`src/rtl/muldiv_iter.sv`:
```
// Iterative RV32M/RV64M multiply/divide engine: radix-2^MUL_STEP shift-add multiplier
// and radix-2 restoring divider sharing one FSM, with ISA divide corner cases resolved at start.
module muldiv_iter #(
    parameter int XLEN     = 32,
    parameter int MUL_STEP = 4
) (
    input  logic            clk,
    input  logic            rst,
    input  logic            start_i,
    input  logic            cancel_i,
    input  logic [2:0]      op_i,
    input  logic [XLEN-1:0] opa_i,
    input  logic [XLEN-1:0] opb_i,
    output logic            busy_o,
    output logic            valid_o,
    output logic [XLEN-1:0] result_o
);

    localparam int CW = $clog2(XLEN + 1);
    localparam logic [CW-1:0] MUL_LAST = CW'(XLEN / MUL_STEP - 1);
    localparam logic [CW-1:0] DIV_LAST = CW'(XLEN - 1);
    localparam logic [XLEN-1:0] MIN_NEG = {1'b1, {(XLEN-1){1'b0}}};

    typedef enum logic [2:0] {S_IDLE, S_MUL, S_DIV, S_FIXUP, S_DONE} state_t;

    state_t r_state, w_state_next;

    logic [2:0]        r_op;
    logic              r_neg_p, r_neg_q, r_neg_r;
    logic [CW-1:0]     r_cnt;
    logic [XLEN-1:0]   r_mcand;
    logic [2*XLEN-1:0] r_acc;
    logic [XLEN-1:0]   r_dvs;
    logic [XLEN-1:0]   r_quo;
    logic [XLEN:0]     r_rem;
    logic [XLEN-1:0]   r_result;

    // Start decode: operand signedness, magnitudes and divide fast path
    logic            w_start, w_a_signed, w_b_signed, w_a_neg, w_b_neg;
    logic            w_div0, w_ovf, w_fast;
    logic [XLEN-1:0] w_mag_a, w_mag_b, w_fast_res;

    assign w_start    = start_i && !cancel_i && (r_state == S_IDLE || r_state == S_DONE);
    assign w_a_signed = !((op_i == 3'b011) || (op_i[2] && op_i[0]));
    assign w_b_signed = w_a_signed && (op_i != 3'b010);
    assign w_a_neg    = w_a_signed && opa_i[XLEN-1];
    assign w_b_neg    = w_b_signed && opb_i[XLEN-1];
    assign w_mag_a    = w_a_neg ? -opa_i : opa_i;
    assign w_mag_b    = w_b_neg ? -opb_i : opb_i;
    assign w_div0     = op_i[2] && (opb_i == '0);
    assign w_ovf      = op_i[2] && !op_i[0] && (opa_i == MIN_NEG) && (&opb_i);
    assign w_fast     = w_div0 || w_ovf;
    assign w_fast_res = w_div0 ? (op_i[1] ? opa_i : '1) : (op_i[1] ? '0 : opa_i);

    // Multiply step: MUL_STEP partial products added into the upper half, then shift right
    logic [XLEN+MUL_STEP-1:0] w_pp [MUL_STEP];
    logic [XLEN+MUL_STEP-1:0] w_sum;
    logic [2*XLEN-1:0]        w_acc_next;

    generate
        for (genvar gi = 0; gi < MUL_STEP; gi++) begin : g_pp
            assign w_pp[gi] = r_acc[gi] ? ({{MUL_STEP{1'b0}}, r_mcand} << gi) : '0;
        end
    endgenerate

    always_comb begin
        w_sum = {{MUL_STEP{1'b0}}, r_acc[2*XLEN-1:XLEN]};
        for (int i = 0; i < MUL_STEP; i++) begin
            w_sum = w_sum + w_pp[i];
        end
    end

    assign w_acc_next = {w_sum, r_acc[XLEN-1:MUL_STEP]};

    // Restoring divide step; the dividend shifts out of r_quo as quotient bits shift in
    logic [XLEN+1:0] w_shift, w_diff;
    logic            w_ge;

    assign w_shift = {r_rem, r_quo[XLEN-1]};
    assign w_ge    = w_shift >= {2'b00, r_dvs};
    assign w_diff  = w_shift - {2'b00, r_dvs};

    // Sign fixup and result selection
    logic [2*XLEN-1:0] w_prod;
    logic [XLEN-1:0]   w_quo, w_rem_lo, w_remf, w_fix_res;

    assign w_prod   = r_neg_p ? -r_acc : r_acc;
    assign w_quo    = r_neg_q ? -r_quo : r_quo;
    assign w_rem_lo = r_rem[XLEN-1:0];
    assign w_remf   = r_neg_r ? -w_rem_lo : w_rem_lo;

    always_comb begin
        case (r_op)
            3'b000:                 w_fix_res = w_prod[XLEN-1:0];
            3'b001, 3'b010, 3'b011: w_fix_res = w_prod[2*XLEN-1:XLEN];
            3'b100, 3'b101:         w_fix_res = w_quo;
            default:                w_fix_res = w_remf;
        endcase
    end

    always_ff @(posedge clk or posedge rst) begin
        if (rst) begin
            r_state <= S_IDLE;
        end else begin
            r_state <= w_state_next;
        end
    end

    always_comb begin
        w_state_next = r_state;
        case (r_state)
            S_IDLE, S_DONE: begin
                w_state_next = S_IDLE;
                if (w_start) begin
                    w_state_next = w_fast ? S_DONE : (op_i[2] ? S_DIV : S_MUL);
                end
            end
            S_MUL:   if (r_cnt == MUL_LAST) w_state_next = S_FIXUP;
            S_DIV:   if (r_cnt == DIV_LAST) w_state_next = S_FIXUP;
            S_FIXUP: w_state_next = S_DONE;
            default: w_state_next = S_IDLE;
        endcase
        if (cancel_i) begin
            w_state_next = S_IDLE;
        end
    end

    always_ff @(posedge clk or posedge rst) begin
        if (rst) begin
            r_op     <= '0;
            r_neg_p  <= 1'b0;
            r_neg_q  <= 1'b0;
            r_neg_r  <= 1'b0;
            r_cnt    <= '0;
            r_mcand  <= '0;
            r_acc    <= '0;
            r_dvs    <= '0;
            r_quo    <= '0;
            r_rem    <= '0;
            r_result <= '0;
        end else if (w_start) begin
            r_op    <= op_i;
            r_neg_p <= w_a_neg ^ w_b_neg;
            r_neg_q <= w_a_neg ^ w_b_neg;
            r_neg_r <= w_a_neg;
            r_cnt   <= '0;
            r_mcand <= w_mag_a;
            r_acc   <= {{XLEN{1'b0}}, w_mag_b};
            r_dvs   <= w_mag_b;
            r_quo   <= w_mag_a;
            r_rem   <= '0;
            if (w_fast) begin
                r_result <= w_fast_res;
            end
        end else begin
            case (r_state)
                S_MUL: begin
                    r_acc <= w_acc_next;
                    r_cnt <= r_cnt + CW'(1);
                end
                S_DIV: begin
                    r_rem <= w_ge ? w_diff[XLEN:0] : w_shift[XLEN:0];
                    r_quo <= {r_quo[XLEN-2:0], w_ge};
                    r_cnt <= r_cnt + CW'(1);
                end
                S_FIXUP: begin
                    if (!cancel_i) begin
                        r_result <= w_fix_res;
                    end
                end
                default: ;
            endcase
        end
    end

    assign busy_o   = (r_state == S_MUL) || (r_state == S_DIV) || (r_state == S_FIXUP);
    assign valid_o  = (r_state == S_DONE);
    assign result_o = r_result;

endmodule

```
`config.mk`:
```
export PLATFORM = sky130hd
export DESIGN_NAME = muldiv_iter
export DESIGN_NICKNAME = d
export VERILOG_FILES = /design/src/rtl/muldiv_iter.sv
export SDC_FILE = /design/constraint.sdc
export NUM_CORES = 1
export LEC_CHECK = 0
export ABC_AREA = 0
export CAP_MARGIN = 20
export CORE_ASPECT_RATIO = 1.2
export CORE_UTILIZATION = 45
export CTS_CLUSTER_DIAMETER = 80
export DETAILED_ROUTE_END_ITERATION = 8
export PLACE_DENSITY = 0.65
export SLEW_MARGIN = 30
export SYNTH_ARGS = -nofsm -noshare
export SYNTH_HDL_FRONTEND = slang
export SYNTH_SLANG_ARGS = --single-unit
export TNS_END_PERCENT = 20
```
`constraint.sdc`:
```
create_clock -name clk -period 8.15 [get_ports clk]
set_clock_uncertainty 0.15 [all_clocks]
set_input_delay 2.0375 -clock clk [delete_from_list [all_inputs] [get_ports clk]]
set_output_delay 2.0375 -clock clk [all_outputs]
set_load 0.02 [all_outputs]
```
==> reports/metrics.cfg, run 1 <==
[timing]
relSlewSlack_pct = 31.4
finalSetupViolCount = 0
max_freq_mhz = 165
fin_tns_setup_ns = 0
finalMaxSlewViolations = 0
rsz0062_at_grt = false
finalHoldViolCount = 0
worst_pin_slew_ns = 1.02
period_needed_ns = 6.06
fin_ws_ns = 2.09
fin_crit_sh_pct = 74.3

[place]
port_buffers = 104
dp_cells = 3433
dp_hpwl_mm = 58.0
place.gp.congestion = 0.988
post-place-ws_ns = 1.56

[cts]
cts_buffers = 25
clock_latency_ns = 0.57
cts.path.max_buffers = 3
cts_tree = yes
cts_resized = 0
root_buffer = clkbuf_16
clock_sinks = 239
cts_setup_buffers = 0
cts_hold_buf = 0
clk_pin_slew_ns = 0.06
htreeDepth = 1

[worst_setup_path]
startpoint = r_acc[3]$_DFFE_PP0P_
critical_path_required_ns = 8.41
r2r_setup_slack_ns = 2.09
crit_path_max_fanout = 27
path_class = flop to flop
arrival_ns = 6.32
regToRegStartpoint = r_acc[3]$_DFFE_PP0P_
start_kind = flop
worst_setup_path_end_kind = flop

[synthesis]
synth.cell_area_um2 = 22100
ys_async_sr_fraction_pct = 100
ys_seq_area_share_pct = 27.1
syn_nets = 3075
synth_cell_types = 86
ys.flop_type = dfrtp_1
synth_edf_count = 0
postSynthCellCount = 2831
ys_seq_elements = 239
syn_avg_cell_area_um2 = 7.80
synth.top_cells.by_area = dfrtp_1 27%, fa_1 8.5%, nand2_1 6.9%, a21oi_1 5.8%, inv_1 4.7%
ys_warn_count = 0
yosysTopAreaCell = dfrtp_1
synth_top_area_share_pct = 27.1

[final_layout]
diodes = 0
nNetsFinal = 3075
syn_to_final_growth_pct = 10.2
drive_above_1_share_pct = 4.49
final_cells = 3479
nFillCells = 4680

[detailed_routing]
vias = 21100
viasPerCell = 6.07
drc = 0
drtPass1Iterations = 8
drt_iter0_markers = 2048
wire_per_inst_um = 22.0
drtAntennaViolNets = 0
drt-total-wl_mm = 76.4

[grt]
grt_pass1_wl_mm = 119
grt_overflow = 0
antenna_found_initial = 0
grt_start_max_net_pins = 145
grt_usage_pct = 30.7
first_global_vias = 20600

[floorplan]
die_area_um2 = 49900
die_w_um = 204
ios = 105
std_cell_rows = 88
start_util_pct = 45.8
core_area_um2 = 48200
die_h_um = 245

[run]
drv_cap = 0

[hold_path]
min-delay-start = r_rem[32]$_DFFE_PP0P_
hp-class = flop to flop

[status]
outcome = finished clean

## routing by layer
| layer | track usage (%) | wire length [um] | vias to the layer above |
|---|---|---|---|
| li1 | - | - | 9683 |
| met1 | 38.9 | 30300 | 10300 |
| met2 | 50.8 | 36200 | 878 |
| met3 | 3.60 | 5310 | 218 |
| met4 | 16.5 | 4580 | 0 |
| met5 | 0 | 0 | - |
## cells by family after synthesis
| kind of cell | share of synthesized area [%] |
|---|---|
| compound gates | 20.4 |
| mux | 1.05 |
| flops | 27.1 |
| buf+inv | 7.85 |
| xor+xnor | 8.49 |
| fa+ha+maj | 13.7 |
| simple gates | 21.4 |
## path summary, 6_finish.rpt
check / to / cells past startpoint
max in group asynchronous: result_o[18]$_DFFE_PP0P_ / 3
min reg2reg: r_rem[32]$_DFFE_PP0P_ / 1
min in group asynchronous: r_acc[12]$_DFFE_PP0P_ / 2
max: r_acc[60]$_DFFE_PP0P_ / 18
max reg2reg: r_acc[60]$_DFFE_PP0P_ / 18
min: r_rem[32]$_DFFE_PP0P_ / 1
## cell usage after synthesis, types with 38 or more instances
cell	count
a21o_1	38
a21oi_1	257
and2_1	48
and3_1	65
clkbuf_1	132
dfrtp_1	239
fa_1	94
ha_1	79
inv_1	275
nand2_1	407
nand3_1	52
nor2_1	204
nor3_1	76
o21ai_0	200
o31ai_1	46
xnor2_1	114
xor2_1	100
## worst max-delay path, stage by stage (launching register included)
cell	delay [ns]
dfrtp_1	0.62
buf_4	0.39
nand2_1	0.12
fa_1	0.52
inv_1	0.06
fa_1	0.53
inv_1	0.06
fa_1	0.55
inv_1	0.05
ha_1	0.23
a2111oi_0	0.36
o21ai_0	0.25
a31oi_1	0.32
o21ai_0	0.32
a221o_1	0.46
or4_1	0.42
a31oi_1	0.22
xor2_1	0.19
o21ai_0	0.10
## metrics by stage
step                hold slack, ns  utilization [%]  cell area (um^2)
global placement             0.317             48.7             23500
global route                 0.360             50.4             24300
detailed placement           0.316             48.7             23500
finish                       0.338             50.4             24300
floorplan                    0.299                -             22100
CTS                          0.339             50.4             24300
## state kept, by name, summed over array words and instances, names as in the netlist, 3 cells and up
signal and flops:
r_acc 64, r_rem 33, r_dvs 32, r_mcand 32
r_quo 32, result_o 32, r_cnt 6, r_op 3
r_state 3
## cell type report
class                   count  area (um^2)  area share (%)
clock buffers              33          706            2.90
inverters                 277         1040            4.29
flip-flops and latches    239         5980            24.6
multi-input cells        2155        14400            59.3
repair buffers            133         1280            5.27
well taps                 630          788            3.24
clock inverters            12          106           0.437
## cells in the final DEF, fill, tap and decap left out, types with 8 or more instances in the layout
| cell | instances |
|---|---|
| nand2_1 | 407 |
| a21o_1 | 38 |
| and2_1 | 47 |
| and3_1 | 64 |
| a221oi_1 | 10 |
| or2_2 | 8 |
| nor3_1 | 75 |
| o211ai_1 | 13 |
| nor2_1 | 202 |
| o221ai_1 | 8 |
| o31ai_1 | 46 |
| inv_1 | 273 |
| maj3_1 | 16 |
| fa_1 | 94 |
| nand3_1 | 51 |
| nand4_1 | 26 |
| xnor2_1 | 114 |
| dfrtp_1 | 237 |
| clkbuf_16 | 25 |
| or3_1 | 21 |
| mux2i_1 | 21 |
| o41ai_1 | 16 |
| ha_1 | 79 |
| or4_1 | 15 |
| nor2b_1 | 9 |
| nand2b_1 | 14 |
| o21ai_0 | 200 |
| a31oi_1 | 27 |
| a21oi_1 | 256 |
| clkdlybuf4s50_1 | 104 |
| o22ai_1 | 11 |
| nor4_1 | 11 |
| a32oi_1 | 10 |
| a211oi_1 | 20 |
| xor2_1 | 100 |
| buf_4 | 26 |
Power of run 1 is left out: the tool's default activity adds up to more than one toggle a clock period on the data nets, which glitch-free logic cannot reach.
==> run 2: changes to the inputs <==
- PLACE_DENSITY: 0.65 -> 0.62
- clock period: 8.15 -> 6.3 ns (I/O delays scaled with it)
==> run 2 against run 1 <==
Setup slack worse by 1.6 ns. Largest cell class unchanged. Global-route usage up 0.35 points. Critical endpoint unchanged. Via count fell by 1.2%. Design area increased by 1.8%. Highest routed layer unchanged.
==> reports/metrics.cfg, run 2 (synthesis results as in run 1) <==
[detailed_routing]
wire_per_inst_um = 22.2  ; +1.1%
viasPerCell = 5.95  ; -1.9%
drtPass1Iterations = 6  ; -2
drt_iter0_markers = 1902  ; -7.1%
drtAntennaViolNets = 0  ; unchanged
drt-total-wl_mm = 77.8  ; +1.8%
drc = 0  ; unchanged
vias = 20900  ; -1.2%

[timing]
whs_ns = 0.329  ; -0.00928 ns
period_needed_ns = 5.82  ; -0.239 ns
worst_pin_slew_ns = 1.02  ; -0.000399 ns
finalHoldViolCount = 0  ; unchanged
rsz0062_at_grt = false
fin_tns_setup_ns = 0  ; unchanged
finalSetupViolCount = 0  ; unchanged
max_freq_mhz = 172  ; +4.1%
finalMaxSlewViolations = 0  ; unchanged
fin_crit_sh_pct = 92.4  ; +18 points
relSlewSlack_pct = 30.2  ; -1.2 points

[grt]
grt_overflow = 0  ; unchanged
grt_pass1_wl_mm = 120  ; +0.41%
first_global_vias = 20100  ; -2.4%
grt_usage_pct = 31.0  ; +0.35 points
antenna_found_initial = 1  ; +1
grt_start_max_net_pins = 138  ; -4.8%

[worst_setup_path]
path_class = flop to flop
reg2reg_to = r_acc[60]$_DFFE_PP0P_
start_kind = flop
worst_setup_path_end_kind = flop
crit_path_max_fanout = 26  ; -3.7%
r2r_setup_slack_ns = 0.48  ; -1.61 ns
ff2ff_path_depth = 18  ; unchanged
critical_path_required_ns = 6.59  ; -1.82 ns
regToRegStartpoint = r_acc[3]$_DFFE_PP0P_
arrival_ns = 6.11  ; -0.21 ns

[cts]
clk_pin_slew_ns = 0.06  ; about the same
cts_setup_buffers = 0  ; unchanged
htreeDepth = 1  ; unchanged
root_buffer = clkbuf_16
clock_sinks = 239  ; unchanged
cts_resized = 0  ; unchanged
cts_buffers = 30  ; +20%
clock_latency_ns = 0.60  ; +0.03 ns
cts_tree = yes
cts_hold_buf = 0  ; unchanged
cts.path.max_buffers = 3  ; unchanged

[floorplan]
die_area_um2 = 49900  ; unchanged
die_h_um = 245  ; unchanged
start_util_pct = 45.8  ; unchanged
std_cell_rows = 88  ; unchanged
die_w_um = 204  ; unchanged
ios = 105  ; unchanged
core_area_um2 = 48200  ; unchanged

[place]
post_dp_cell_area_um2 = 23600  ; +0.50%
port_buffers = 104  ; unchanged
dp_cells = 3446  ; +0.38%
place.gp.congestion = 0.944  ; -4.5%
dp_hpwl_mm = 58.9  ; +1.5%

[final_layout]
drive_above_1_share_pct = 5.12  ; +0.63 points
final_cell_area_um2 = 24800  ; +1.8%
reg_top3 = r_acc (64), r_rem (33)
final_cells = 3502  ; +0.66%
nFillCells = 4619  ; -1.3%
mostFrequentLayoutCell = nand2_1
largest_reg_flops = 64  ; unchanged
nNetsFinal = 3092  ; +0.55%
diodes = 0  ; unchanged
syn_to_final_growth_pct = 12.3
regMostFlops = r_acc
layout_common_cells = 407 x nand2_1, 274 x inv_1, 256 x a21oi_1, 238 x dfrtp_1, 202 x nor2_1

[hold_path]
min_to = r_rem[32]$_DFFE_PP0P_
hp-class = flop to flop
min_path_cells = 1  ; unchanged
min-delay-start = r_rem[32]$_DFFE_PP0P_

[status]
outcome = finished clean

[run]
drv_cap = 0  ; unchanged

## run 2: cell types whose count changed in the layout (fill, tap and decap cells not counted), sizes merged
cell	delta
buf	+12
bufinv	+7
clkbuf	+7
clkinvlp	-4
clkinv	+1
## run 2: area by class of cell
class                           instances  area [um^2]  share of cell area, %
Multi-Input combinational cell       2155        14400                   58.2
Clock buffer                           40          870                   3.51
Clock inverter                         16          295                   1.19
Sequential cell                       239         5980                   24.1
Timing Repair Buffer                  145         1390                   5.60
Tap cell                              630          788                   3.18
Inverter                              277         1040                   4.21
## run 2: per-stage QoR
| step | setup WS [ns] | utilization, % |
|---|---|---|
| after floorplan | 1.05 | - |
| after global placement | 0.561 | 49.0 |
| after detailed placement | 0.452 | 49.0 |
| after CTS | 0.461 | 51.4 |
| after global routing | 0.0284 | 51.4 |
| final | 0.479 | 51.4 |
## run 2: how the worst max path moves through the flow
stage,start,end,slack [ns],cells after the start
2_1_floorplan,r_acc[3]$_DFFE_PP0P_,r_acc[60]$_DFFE_PP0P_,1.05,19
3_3_place_gp,r_acc[3]$_DFFE_PP0P_,r_acc[60]$_DFFE_PP0P_,0.56,18
3_5_place_dp,r_acc[3]$_DFFE_PP0P_,r_acc[60]$_DFFE_PP0P_,0.45,18
4_1_cts,r_acc[3]$_DFFE_PP0P_,r_acc[60]$_DFFE_PP0P_,0.46,18
5_1_grt,r_acc[3]$_DFFE_PP0P_,r_acc[60]$_DFFE_PP0P_,0.03,18
6_report,r_acc[3]$_DFFE_PP0P_,r_acc[60]$_DFFE_PP0P_,0.48,18
## run 2: critical path, cell delays in order (launching register included)
cell and delay [ns]:
dfrtp_1 0.62, buf_4 0.37, nand2_1 0.12, fa_1 0.51, inv_1 0.05, fa_1 0.52, inv_1 0.05, fa_1 0.42
inv_1 0.07, ha_1 0.26, a2111oi_0 0.38, o21ai_0 0.21, a31oi_1 0.35, o21ai_0 0.30, a221o_1 0.43, or4_1 0.41
a31oi_1 0.20, xor2_1 0.15, o21ai_0 0.08
## run 2: per-layer routing
| metal | up-vias | global-route usage [%] | share of wire (%) |
|---|---|---|---|
| li1 | 9740 | - | - |
| met1 | 10200 | 40.7 | 42 |
| met2 | 781 | 52.1 | 48 |
| met3 | 168 | 2.93 | 6.1 |
| met4 | 0 | 12.9 | 4.4 |
| met5 | - | 0 | 0 |
Power of run 2 is left out for the same reason.
==> run 3: changes to the inputs <==
- CORE_ASPECT_RATIO: 1.2 -> unset
- DONT_BUFFER_PORTS: unset -> 1
- PLACE_DENSITY: 0.62 -> 0.6
==> run 3 against run 2 <==
Flip-flop and latch count unchanged. Die area about the same. Wire length increased by 3.2%. Via count decreased by 0.62%. Sequential share of layout area increased by 1.3 points. Clock-buffer cell count increased by 2. Setup slack got worse by 0.0059 ns. Largest cell class unchanged. Core utilization decreased by 2.5 points. Design area decreased by 5.3%. Highest routed layer is now met5. Global-route usage increased by 1.3 points. Critical endpoint unchanged.
==> reports/metrics.cfg, run 3 (synthesis results as in run 1) <==
[timing]
worst_pin_slew_ns = 0.959  ; -0.0612 ns
finalMaxSlewViolations = 0  ; unchanged
rsz0062_at_grt = false
max_freq_mhz = 172  ; -0.10%
whs_ns = 0.338  ; +0.00928 ns
fin_tns_setup_ns = 0  ; unchanged
finalSetupViolCount = 0  ; unchanged
period_needed_ns = 5.83  ; +0.00586 ns
fin_crit_sh_pct = 92.5  ; +0.093 points
relSlewSlack_pct = 35.7  ; +5.5 points
finalHoldViolCount = 0  ; unchanged

[cts]
htreeDepth = 1  ; unchanged
clock_latency_ns = 0.59  ; about the same
cts_buffers = 30  ; unchanged
cts_hold_buf = 0  ; unchanged
root_buffer = clkbuf_16
cts_tree = yes
cts.path.max_buffers = 3  ; unchanged
clock_sinks = 239  ; unchanged
clk_pin_slew_ns = 0.06  ; about the same
cts_setup_buffers = 0  ; unchanged
cts_resized = 0  ; unchanged

[place]
dp_hpwl_mm = 61.4  ; +4.1%
place.gp.congestion = 0.971  ; +2.9%
port_buffers = 0  ; -100%

[final_layout]
reg_top3 = r_acc (64), r_rem (33)
largest_reg_flops = 64  ; unchanged
layout_common_cells = 407 x nand2_1, 274 x inv_1, 256 x a21oi_1, 238 x dfrtp_1, 202 x nor2_1
drive_above_1_share_pct = 4.86  ; -0.26 points
diodes = 0  ; unchanged
syn_to_final_growth_pct = 6.33
regMostFlops = r_acc
nNetsFinal = 2985  ; -3.5%
mostFrequentLayoutCell = nand2_1

[detailed_routing]
drtPass1Iterations = 6  ; unchanged
drt-total-wl_mm = 80.2  ; +3.2%
drtAntennaViolNets = 0  ; unchanged
drt_iter0_markers = 2218  ; +17%
viasPerCell = 6.14  ; +3.2%
drc = 0  ; unchanged
vias = 20700  ; -0.62%
wire_per_inst_um = 23.8  ; +7.1%

[worst_setup_path]
regToRegStartpoint = r_acc[2]$_DFFE_PP0P_
critical_path_required_ns = 6.59  ; about the same
start_kind = flop
reg2reg_to = r_acc[60]$_DFFE_PP0P_
worst_setup_path_end_kind = flop
slowest_delay_ns = 0.65  ; +0.03 ns
critPathTopFamily = adder cells
path_cells = buf_4 > nand2_1 > fa_1 > inv_1 > fa_1 > inv_1 > fa_1 > inv_1 > ha_1 > a211oi_1 > o21ai_0 > a32oi_1 > o21ai_0 > a221o_1 > or4_1 > a31oi_1 > xor2_1 > o21ai_0
ff2ff_path_depth = 18  ; unchanged
startpoint = r_acc[2]$_DFFE_PP0P_
crit_slowest_cell = dfrtp_1
arrival_ns = 6.12  ; about the same
crit_path_max_fanout = 24  ; -7.7%
path_buf_inv = 4  ; unchanged
path_class = flop to flop
r2r_setup_slack_ns = 0.47  ; about the same

[hold_path]
min_path_cells = 1  ; unchanged
min_to = r_rem[32]$_DFFE_PP0P_
hp-class = flop to flop
min-delay-start = r_rem[32]$_DFFE_PP0P_

[floorplan]
die_area_um2 = 49900  ; about the same
std_cell_rows = 80  ; -9.1%
die_h_um = 223  ; -8.6%
die_w_um = 223  ; +9.5%
start_util_pct = 45.9  ; +0.17 points
ios = 105  ; unchanged
core_area_um2 = 48000  ; -0.37%

[grt]
antenna_found_initial = 4  ; +3
grt_usage_pct = 32.4  ; +1.3 points
grt_pass1_wl_mm = 124  ; +3.8%
grt_overflow = 0  ; unchanged
grt_start_max_net_pins = 122  ; -12%
first_global_vias = 20300  ; +0.79%

[status]
outcome = finished clean

[run]
drv_cap = 0  ; unchanged

-- run 3: stage by stage --
step	utilization (%)	std cells	area (um^2)	worst slack, ns
6_report	48.8	3374	23500	0.474
5_1_grt	48.8	3374	23500	0.135
3_5_place_dp	46.9	3324	22500	0.580
4_1_cts	48.8	3374	23500	0.534
2_1_floorplan	-	2831	22100	1.05
3_3_place_gp	46.9	3324	22500	0.674
-- run 3: final cells by class --
cell class                      instances  area (um^2)
Clock buffer                           42          857
Clock inverter                          8         95.1
Fill cell                            4733        24600
Inverter                              277         1040
Multi-Input combinational cell       2155        14400
Sequential cell                       239         5980
Tap cell                              615          769
Timing Repair Buffer                   38          310
-- run 3: metal layers --
layer	vias up	GRT usage (%)	wire length [um]
li1	9525	-	-
met1	10200	44.6	35000
met2	840	50.7	35600
met3	162	5.98	6480
met4	6	11.3	3150
met5	-	0	40
-- run 3: how the worst max path moves through the flow --
stage                            endpoint  depth (start not counted)
global route        r_acc[60]$_DFFE_PP0P_                         18
detailed placement  r_acc[60]$_DFFE_PP0P_                         18
global placement    r_acc[60]$_DFFE_PP0P_                         18
CTS                 r_acc[60]$_DFFE_PP0P_                         18
floorplan           r_acc[60]$_DFFE_PP0P_                         19
finish              r_acc[60]$_DFFE_PP0P_                         18
Power of run 3 is left out for the same reason.
